--- config.mk ---
export PLATFORM = sky130hd
export DESIGN_NAME = redundant_output_guard
export DESIGN_NICKNAME = d
export VERILOG_FILES = /design/src/rtl/guard_pkg.sv /design/src/rtl/guard_watchdog.sv /design/src/rtl/redundant_output_guard.sv
export SDC_FILE = /design/constraint.sdc
export NUM_CORES = 1
export LEC_CHECK = 0
export ABC_AREA = 1
export CELL_PAD_IN_SITES_DETAIL_PLACEMENT = 0
export CELL_PAD_IN_SITES_GLOBAL_PLACEMENT = 2
export CORE_MARGIN = 2
export CORE_UTILIZATION = 34
export CTS_CLUSTER_DIAMETER = 30
export DETAILED_ROUTE_END_ITERATION = 12
export PLACE_DENSITY_LB_ADDON = 0.1
export SETUP_SLACK_MARGIN = 0.05
export SYNTH_ARGS = -nofsm -noshare
export SYNTH_HDL_FRONTEND = slang
export SYNTH_SLANG_ARGS = --single-unit
export TNS_END_PERCENT = 20
--- constraint.sdc ---
create_clock -name clk -period 2.3 [get_ports clk]
set_clock_uncertainty 0.1 [all_clocks]
set_input_delay 0.575 -clock clk [delete_from_list [all_inputs] [get_ports clk]]
set_output_delay 0.575 -clock clk [all_outputs]
set_load 0.1 [all_outputs]
--- src/rtl/guard_pkg.sv ---
// Shared types and constants for the redundant output guard.
// States, status codes and the safe drive levels live here.
package guard_pkg;

  typedef enum logic [1:0] {
    IDLE,
    ACTIVE,
    ERROR,
    LOCK
  } state_t;

  localparam logic [1:0] ST_WAIT = 2'b10;
  localparam logic [1:0] ST_PASS = 2'b00;
  localparam logic [1:0] ST_ERR  = 2'b01;
  localparam logic [1:0] ST_LOCK = 2'b11;

  localparam logic SAFE_RELAY = 1'b1;

  // The switch idles opposite to the drive polarity.
  function automatic logic safe_switch(input logic order);
    return ~order;
  endfunction

endpackage

--- src/rtl/guard_watchdog.sv ---
// Watchdog for the guard: counts silent cycles while enabled.
// expire is high once the count sits at TIMEOUT_CYC-1.
module guard_watchdog
  import guard_pkg::*;
#(
  parameter int TIMEOUT_CYC = 10000000,
  parameter int CNT_W       = 32
) (
  input  logic clk,
  input  logic rst,
  input  logic clr,
  input  logic en,
  output logic expire
);

  localparam logic [CNT_W-1:0] LAST = CNT_W'(TIMEOUT_CYC - 1);

  logic [CNT_W-1:0] cnt;

  assign expire = (cnt == LAST);

  // Holds at LAST so the counter can never wrap.
  always_ff @(posedge clk) begin
    if (rst) begin
      cnt <= '0;
    end else if (clr) begin
      cnt <= '0;
    end else if (en && !expire) begin
      cnt <= cnt + CNT_W'(1);
    end
  end

endmodule

--- src/rtl/redundant_output_guard.sv ---
// Redundant output guard: arbitrates N_MOD compare channels, gates drive.
// Build option GUARD_UNLOCK_EN lets an unlock pulse leave LOCK.
module redundant_output_guard
  import guard_pkg::*;
#(
  parameter int N_MOD       = 2,
  parameter int ERR_LIMIT   = 3,
  parameter int TIMEOUT_CYC = 10000000,
  parameter int CNT_W       = 32
) (
  input  logic                         clk,
  input  logic                         rst,
  input  logic                         order,
  input  logic                         cmp_valid,
  input  logic [N_MOD-1:0]             mismatch,
  input  logic                         ref_a,
  input  logic                         ref_b,
  input  logic                         unlock,
  output logic [1:0]                   status,
  output logic                         relay_ctrl,
  output logic                         switch_ctrl,
  output logic [$clog2(ERR_LIMIT+1)-1:0] err_cnt,
  output logic                         timeout_flag,
  output logic                         locked
);

  localparam int EW = $clog2(ERR_LIMIT + 1);
  localparam logic [EW-1:0] LIMIT = EW'(ERR_LIMIT);

  state_t state, state_n;
  logic [EW-1:0] err_inc;
  logic any_mm;
  logic wd_clr, wd_en, wd_exp;
  logic to_lock, do_unlock;

  assign any_mm = |mismatch;

  always_comb begin
    err_inc = err_cnt;
    if (err_cnt < LIMIT) err_inc = err_cnt + EW'(1);
  end

`ifdef GUARD_UNLOCK_EN
  assign do_unlock = (state == LOCK) && unlock;
`else
  logic unused_unlock;
  assign unused_unlock = unlock;
  assign do_unlock = 1'b0;
`endif

  always_comb begin
    state_n = state;
    to_lock = 1'b0;
    unique case (state)
      IDLE: begin
        if (cmp_valid) state_n = any_mm ? ERROR : ACTIVE;
      end
      ACTIVE: begin
        // A compare in the expiry cycle beats the timeout.
        if (cmp_valid) begin
          if (any_mm) state_n = ERROR;
        end else if (wd_exp) begin
          state_n = LOCK;
          to_lock = 1'b1;
        end
      end
      ERROR: begin
        state_n = (err_inc >= LIMIT) ? LOCK : IDLE;
      end
      LOCK: begin
        if (do_unlock) state_n = IDLE;
      end
      default: state_n = IDLE;
    endcase
  end

  assign wd_en  = (state == ACTIVE) && !cmp_valid;
  assign wd_clr = ((state_n == ACTIVE) && ((state != ACTIVE) || cmp_valid))
                || do_unlock;

  guard_watchdog #(
    .TIMEOUT_CYC (TIMEOUT_CYC),
    .CNT_W       (CNT_W)
  ) u_wd (
    .clk    (clk),
    .rst    (rst),
    .clr    (wd_clr),
    .en     (wd_en),
    .expire (wd_exp)
  );

  always_ff @(posedge clk) begin
    if (rst) begin
      state        <= IDLE;
      err_cnt      <= '0;
      timeout_flag <= 1'b0;
      relay_ctrl   <= SAFE_RELAY;
      switch_ctrl  <= safe_switch(order);
    end else begin
      state <= state_n;
      if (state == ERROR) err_cnt <= err_inc;
      if (to_lock) timeout_flag <= 1'b1;
      if (do_unlock) begin
        err_cnt      <= '0;
        timeout_flag <= 1'b0;
      end
      // Keyed on the next state so ERROR/LOCK are safe from their first cycle.
      if (state_n == ACTIVE) begin
        relay_ctrl  <= ref_a ^ order;
        switch_ctrl <= ref_b ^ order;
      end else begin
        relay_ctrl  <= SAFE_RELAY;
        switch_ctrl <= safe_switch(order);
      end
    end
  end

  always_comb begin
    status = ST_WAIT;
    unique case (state)
      IDLE:    status = ST_WAIT;
      ACTIVE:  status = ST_PASS;
      ERROR:   status = ST_ERR;
      LOCK:    status = ST_LOCK;
      default: status = ST_WAIT;
    endcase
  end

  assign locked = (state == LOCK);

endmodule
==> summary.txt, run 1 <==
Synthesis
  – Syn Std Cell Area: approximately 2700 µm²
  – Yosys top cell by area: dfxtp_1
  – Register area share after synthesis: 0.2890
  – Main synth FF type: dfxtp_1
  – Most numerous cell in the Yosys netlist: nand2_1
  – EDFF count, synth: 0
  – Syn Nets: 410
  – Yosys Warn Count: 0
  – Most frequent cells after synthesis: nand2_1 (132), nor2_1 (47), inv_1 (45)
  – Top cells by area, synth: dfxtp_1 (29%), nand2_1 (18%), xor2_1 (7.8%)
  – Syn Area/Cell: ~6.8 µm²
  – Cells after Synth: a little under 400
  – Yosys reg bits: 39
  – Yosys top cell area share: 0.2890
  – FFs w/ async S/R, synth: 0
  – Yosys cell types: 33

Timing
  – Slew Viols, Final: 0
  – Relative slew slack: 0.6699
  – Post-layout minimum cycle time: around 2.1 ns
  – PnR worst setup slack: between 0.15 and 0.2 ns
  – Fin Hold WS: approximately 0.36 ns
  – Period utilization: 0.9211
  – Fin. Hold Viols: 0
  – Fmax: around 0.47 GHz
  – Final setup fails: 0
  – Actual slew at the worst max-slew pin: roughly 0.49 ns
  – RSZ-0062 raised after global routing: no

Setup path
  – Worst R2R Setup Slack: 0.24 ns
  – Arrival @ worst endpoint: between 1 and 1.5 ns
  – Crit path max fanout: 5
  – CP required: 1.62 ns
  – Setup CP Type: reg -> out
  – R2R cell count: 12
  – FF-to-FF Start: u_wd.cnt[0]
  – R2r endpoint: u_wd.cnt[4]
  – CP Launch Type: flop
  – Critical path endpoint category: output pin

Placed design
  – Setup slack at placement: -0.03506 ns
  – Port bufs: 15
  – RePlAce Congestion: 0.8271
  – Dpl hpwl: 6000 µm
  – Post-DP Area: 3120 µm²

Power and ir drop
  – Switching share of power: 0.3181
  – Pleak: 0.001173 µW
  – Clock power share: 0.328
  – Switching pwr: just under 500 µW
  – Seq pwr share: 0.458
  – Internal power: roughly 1000 µW
  – Power Density: 469.5 nW/µm²
  – Worst IR Drop VDD: 273.0 µV
  – Logic pwr share: 0.214

Global route
  – Largest net degree at the start of global routing: 19
  – GRT overflow: 0
  – First-pass GRT wire length: 12630 µm
  – Initial antenna violation count: 0
  – Gr usage total: 0.1905
  – Vias in the first global route: 2464

Drt
  – Via density per instance: 4.769
  – Initial detailed-routing violation count: 141
  – TritonRoute pass-1 iters: 4
  – Routed vias: 2518
  – Per-cell routed wire length: 14.27 µm
  – Post-route ant nets: 0
  – DR DRC count: 0
  – Final WL: 7537 µm

CTS
  – Clk sinks: 39
  – H-tree depth: 2
  – Clk_lat worst skew: around 0.30 ns
  – TritonCTS clock tree: built
  – Cts hold-fix bufs: 0
  – TritonCTS buffer count: 5
  – CTS Root Cell: clkbuf_8
  – Post-CTS Setup Inserts: 0
  – Max Buffers Root-to-Sink: 2
  – Worst-path clk slew: around 0.080 ns

Die
  – DIE HEIGHT: 93.14 µm
  – Initial Utilization: 0.3496
  – I/O Pins: 17
  – Die Span X: 93.14 µm
  – Core Area: 7727 µm²
  – Row count: 32
  – Die area: 8674 µm²

Final layout
  – Area Growth Syn to Fin: 19.08%
  – # fillers: 841
  – Post-layout nets: 440
  – Fin area: 3217 µm²
  – Diodes inserted: 0
  – Share of post-route cells with drive strength above 1: 0.1737

Run
  – Max Cap Viol: 0

Run status
  – Outcome: complete, no violations

Worst hold path
  – Hold Path Sink: timeout_flag
  – Hold WC Path Type: reg -> reg
  – WHS Path Cells: 2
  – Worst hold start: timeout_flag
-- flip-flops by register name (all words and copies together), names as in the netlist --
name and flops:
state 2, timeout_flag 1, relay_ctrl 1, switch_ctrl 1, u_wd.cnt 32, err_cnt 2
-- cell type report --
class / instances / area, µm² / area share
well taps: 102 / 127.6 / 0.03967
clock buffers: 6 / 82.58 / 0.02567
multi-input cells: 297 / 1673 / 0.5200
repair buffers: 31 / 350.3 / 0.1089
inverters: 52 / 197.7 / 0.06145
flip-flops and latches: 39 / 780.7 / 0.2427
clock inverters: 1 / 5.005 / 0.001556
-- per-stage QoR --
step                      setup TNS (ns)  total power (µW)  utilization  instances
final                                  0              1510       0.4163        528
after floorplan                        0             913.8            -        396
after global placement                 0              1029       0.4038        521
after CTS                              0              1535       0.4152        528
after detailed placement         -0.2678              1030       0.4038        521
after global routing                   0              1582       0.4163        528
-- critical path: stages, from the launching register on --
cell	delay (ns)
dfxtp_1	0.38
inv_1	0.09
ha_1	0.25
nor2_1	0.21
nor2_4	0.05
buf_12	0.16
-- worst max-delay path by stage --
stage,cells past startpoint,to,from
6_report,5,status[0],state[0]
5_1_grt,5,status[0],state[0]
4_1_cts,5,status[0],state[0]
3_5_place_dp,7,u_wd.cnt[12],cmp_valid
3_3_place_gp,7,u_wd.cnt[12],cmp_valid
2_1_floorplan,3,status[0],state[0]
-- power by group through the flow --
stage / registers (µW) / logic, µW / clock network, µW
global route: 693 / 343 / 545
floorplan: 744 / 170 / 0
global placement: 708 / 321 / 0
detailed placement: 708 / 322 / 0
finish: 692 / 323 / 496
CTS: 692 / 323 / 520
-- layer usage --
metal	vias to the layer above	GRT usage	share of wire
met2	44	0.3219	0.47
met3	9	0.02740	0.038
met5	-	0	0
li1	1291	-	-
met1	1174	0.2555	0.48
met4	0	0.04779	0.012
-- cell families after synthesis --
| kind of cell | synth area share |
|---|---|
| flip-flops | 0.2890 |
| buffers and inverters | 0.09865 |
| XOR/XNOR | 0.09402 |
| AND/OR/NAND/NOR | 0.3914 |
| adder cells (fa/ha/maj) | 0.02316 |
| AO/OA/AOI/OAI | 0.1038 |
-- cell usage in the layout, fill, tap and decap left out, drive strengths merged, types with 6 or more instances in the layout --
cell type	synthesis	routed
dfxtp	39	39
clkbuf	0	6
nand2	137	137
nand3	10	10
nor3	16	16
xor2	24	24
clkdlybuf4s50	0	7
nor2	60	60
a22oi	17	17
inv	52	52
buf	8	24
a21oi	7	7
-- what timing repair did --
item	CTS	global route
endpoints found under the setup margin	0	2
endpoints found under the hold margin	0	0
gates resized for setup	0	1
Power figures use the tool's default switching activity.
==> run 2: changes to the inputs <==
Settings changed: CORE_UTILIZATION 34 to 35, CTS_BUF_LIST set to sky130_fd_sc_hd__clkbuf_2.
==> run 2 against run 1 <==
Clock-buffer cell count is the same. Power decreased by 11%. Combinational power shrank 2%. Sequential power about the same. Non-clock buffer count unchanged. Routed wire length shrank 5.9%. Die area decreased by 2.7%. Clock power fell by 34%. First-iteration DRC count shrank 16%. Global-route usage is 0.87 points lower. Maximum frequency down 2.4%. Critical path type unchanged. Largest cell class unchanged.
==> summary.txt, run 2 (same netlist as run 1, synthesis figures left out) <==
Run status
  – Outcome: complete, no violations (unchanged)

CTS
  – Worst-path clk slew: 0.20 ns (was 0.08 ns)
  – Cts hold-fix bufs: 0 (unchanged)
  – Max Buffers Root-to-Sink: 2 (unchanged)
  – Clk sinks: 39 (unchanged)
  – Post-CTS Setup Inserts: 0 (unchanged)
  – TritonCTS buffer count: 5 (unchanged)
  – TritonCTS clock tree: built (unchanged)
  – CTS Root Cell: clkbuf_2 (was clkbuf_8)
  – Clk_lat worst skew: 0.41 ns (was 0.30 ns)
  – H-tree depth: 2 (unchanged)

Final layout
  – Largest register FFs: 32 (unchanged)
  – Diodes inserted: 0 (unchanged)
  – Post-layout nets: 440 (unchanged)
  – Most frequent cells in the layout: nand2_1 (132), inv_1 (45), nor2_1 (45) (was nand2_1 (132), nor2_1 (46), inv_1 (45))
  – Biggest register: u_wd.cnt (unchanged)
  – Biggest regs: u_wd.cnt: 32 flops, err_cnt: 2 flops, state: 2 flops (unchanged)
  – Leading cell type in the layout, fill and taps excluded: nand2_1 (unchanged)
  – Share of post-route cells with drive strength above 1: 0.1803 (was 0.1737)
  – # fillers: 840 (was 841)
  – Final non-filler cell total: 529 (was 528)
  – Area Growth Syn to Fin: 17.32% (was 19.08%)

Placed design
  – Port bufs: 15 (unchanged)
  – Placed cells: 521 (unchanged)
  – Dpl hpwl: 5585 µm (was 6000 µm)
  – RePlAce Congestion: 0.8105 (was 0.8271)
  – Setup slack at placement: 0.02047 ns (was -0.03506 ns)

Drt
  – Routed vias: 2420 (was 2518)
  – Via density per instance: 4.575 (was 4.769)
  – TritonRoute pass-1 iters: 4 (unchanged)
  – Post-route ant nets: 0 (unchanged)
  – Initial detailed-routing violation count: 118 (was 141)
  – DR DRC count: 0 (unchanged)
  – Per-cell routed wire length: 13.41 µm (was 14.27 µm)
  – Final WL: 7096 µm (was 7537 µm)

Timing
  – RSZ-0062 raised after global routing: yes (was no)
  – Actual slew at the worst max-slew pin: 0.3955 ns (was 0.4914 ns)
  – Fin Hold WS: 0.3787 ns (was 0.3608 ns)
  – Fmax: 0.4606 GHz (was 0.4720 GHz)
  – Slew Viols, Final: 0 (unchanged)
  – Fin. Hold Viols: 0 (unchanged)
  – Setup TNS: 0 ns (unchanged)
  – Relative slew slack: 0.7343 (was 0.6699)
  – Period utilization: 0.9440 (was 0.9211)
  – Post-layout minimum cycle time: 2.171 ns (was 2.119 ns)
  – Final setup fails: 0 (unchanged)
  – PnR worst setup slack: 0.1288 ns (was 0.1815 ns)

Die
  – Die Span X: 91.85 µm (was 93.14 µm)
  – DIE HEIGHT: 91.85 µm (was 93.14 µm)
  – Core Area: 7607 µm² (was 7727 µm²)
  – Initial Utilization: 0.3551 (was 0.3496)
  – I/O Pins: 17 (unchanged)
  – Die area: 8436 µm² (was 8674 µm²)
  – Row count: 32 (unchanged)

Global route
  – First-pass GRT wire length: 11920 µm (was 12630 µm)
  – Largest net degree at the start of global routing: 24 (was 19)
  – Gr usage total: 0.1818 (was 0.1905)
  – Initial antenna violation count: 0 (unchanged)
  – GRT overflow: 0 (unchanged)
  – Vias in the first global route: 2344 (was 2464)

Setup path
  – Setup CP Type: reg -> out (unchanged)
  – Worst path cell trace: inv_1, ha_1, nor2_2, nor2_4, buf_12 (was inv_1, ha_1, nor2_1, nor2_4, buf_12)
  – Max stage delay on crit path: 0.39 ns (was 0.38 ns)
  – Critical path endpoint category: output pin (unchanged)
  – Arrival @ worst endpoint: 1.50 ns (was 1.44 ns)
  – Crit path max fanout: 5 (unchanged)
  – Crit path buf inv count: 2 (unchanged)
  – Cell family with most CP delay: flip-flops (unchanged)
  – Slowest cell on the critical path: dfxtp_2 (was dfxtp_1)
  – CP Launch Type: flop (unchanged)
  – CP required: 1.62 ns (about the same)

Run
  – Max Cap Viol: 0 (unchanged)

Power and ir drop
  – Pleak: 0.001157 µW (was 0.001173 µW)
  – Worst IR Drop VDD: 227.9 µV (was 273.0 µV)
  – Power Density: 422.9 nW/µm² (was 469.5 nW/µm²)
  – Total power: 1340 µW (was 1510 µW)

Worst hold path
  – Hold WC Path Type: reg -> reg (unchanged)
==> run 2: cell count changes in the layout (fill, tap and decap cells not counted), sizes merged <==
cell      delta
clkinvlp     +1
==> run 2: worst paths after layout <==
| path | start | end | slack, ns | depth (start not counted) |
|---|---|---|---|---|
| setup reg to reg | u_wd.cnt[0] | u_wd.cnt[12] | 0.26 | 12 |
| hold / removal | timeout_flag | timeout_flag | 0.38 | 2 |
| hold reg to reg | timeout_flag | timeout_flag | 0.38 | 2 |
| setup / recovery | state[0] | status[0] | 0.13 | 5 |
==> run 2: tightest hold or removal path, stage by stage, from the launching register on <==
cell	delay (ns)
dfxtp_1	0.36
inv_1	0.05
a21oi_1	0.05
==> run 2: metrics by stage <==
stage	instance area, µm²	utilization
floorplan	2711	-
CTS	3167	0.4163
global placement	3120	0.4102
global route	3169	0.4166
finish	3169	0.4166
detailed placement	3120	0.4102
==> run 2: layer usage <==
metal | global-route usage | wire length [µm] | up-vias
met4 | 0.04104 | 47 | 0
met5 | 0 | 0 | -
met1 | 0.2466 | 3480 | 1081
li1 | - | - | 1296
met3 | 0.02465 | 261 | 4
met2 | 0.3070 | 3306 | 39
==> run 2: report_power, final <==
part	switching (µW)	leakage (µW)	total [µW]	internal (µW)
clock network	250	0.0000290	327	77.5
registers	7.23	0.000315	695	688
logic	206	0.000813	318	112
total	463	0.00116	1340	877
==> run 2: cell type report <==
class | count | area [µm²] | area share
well taps | 102 | 127.6 | 0.04027
flip-flops and latches | 39 | 782.0 | 0.2467
clock buffers | 6 | 30.03 | 0.009475
inverters | 52 | 200.2 | 0.06317
repair buffers | 31 | 350.3 | 0.1105
multi-input cells | 297 | 1667 | 0.5259
clock inverters | 2 | 12.51 | 0.003948
==> run 2: what timing repair did <==
| item | in CTS | in global routing |
|---|---|---|
| endpoints found under the setup margin | 1 | 7 |
| resized for setup | 2 | 1 |
| gates cloned | 0 | 0 |
| pin swaps | 0 | 0 |
==> run 3: changes to the inputs <==
Settings changed: SLEW_MARGIN set to 20.
==> results of run 3 <==
Final layout, timing and power as in run 2 (identical DEF).
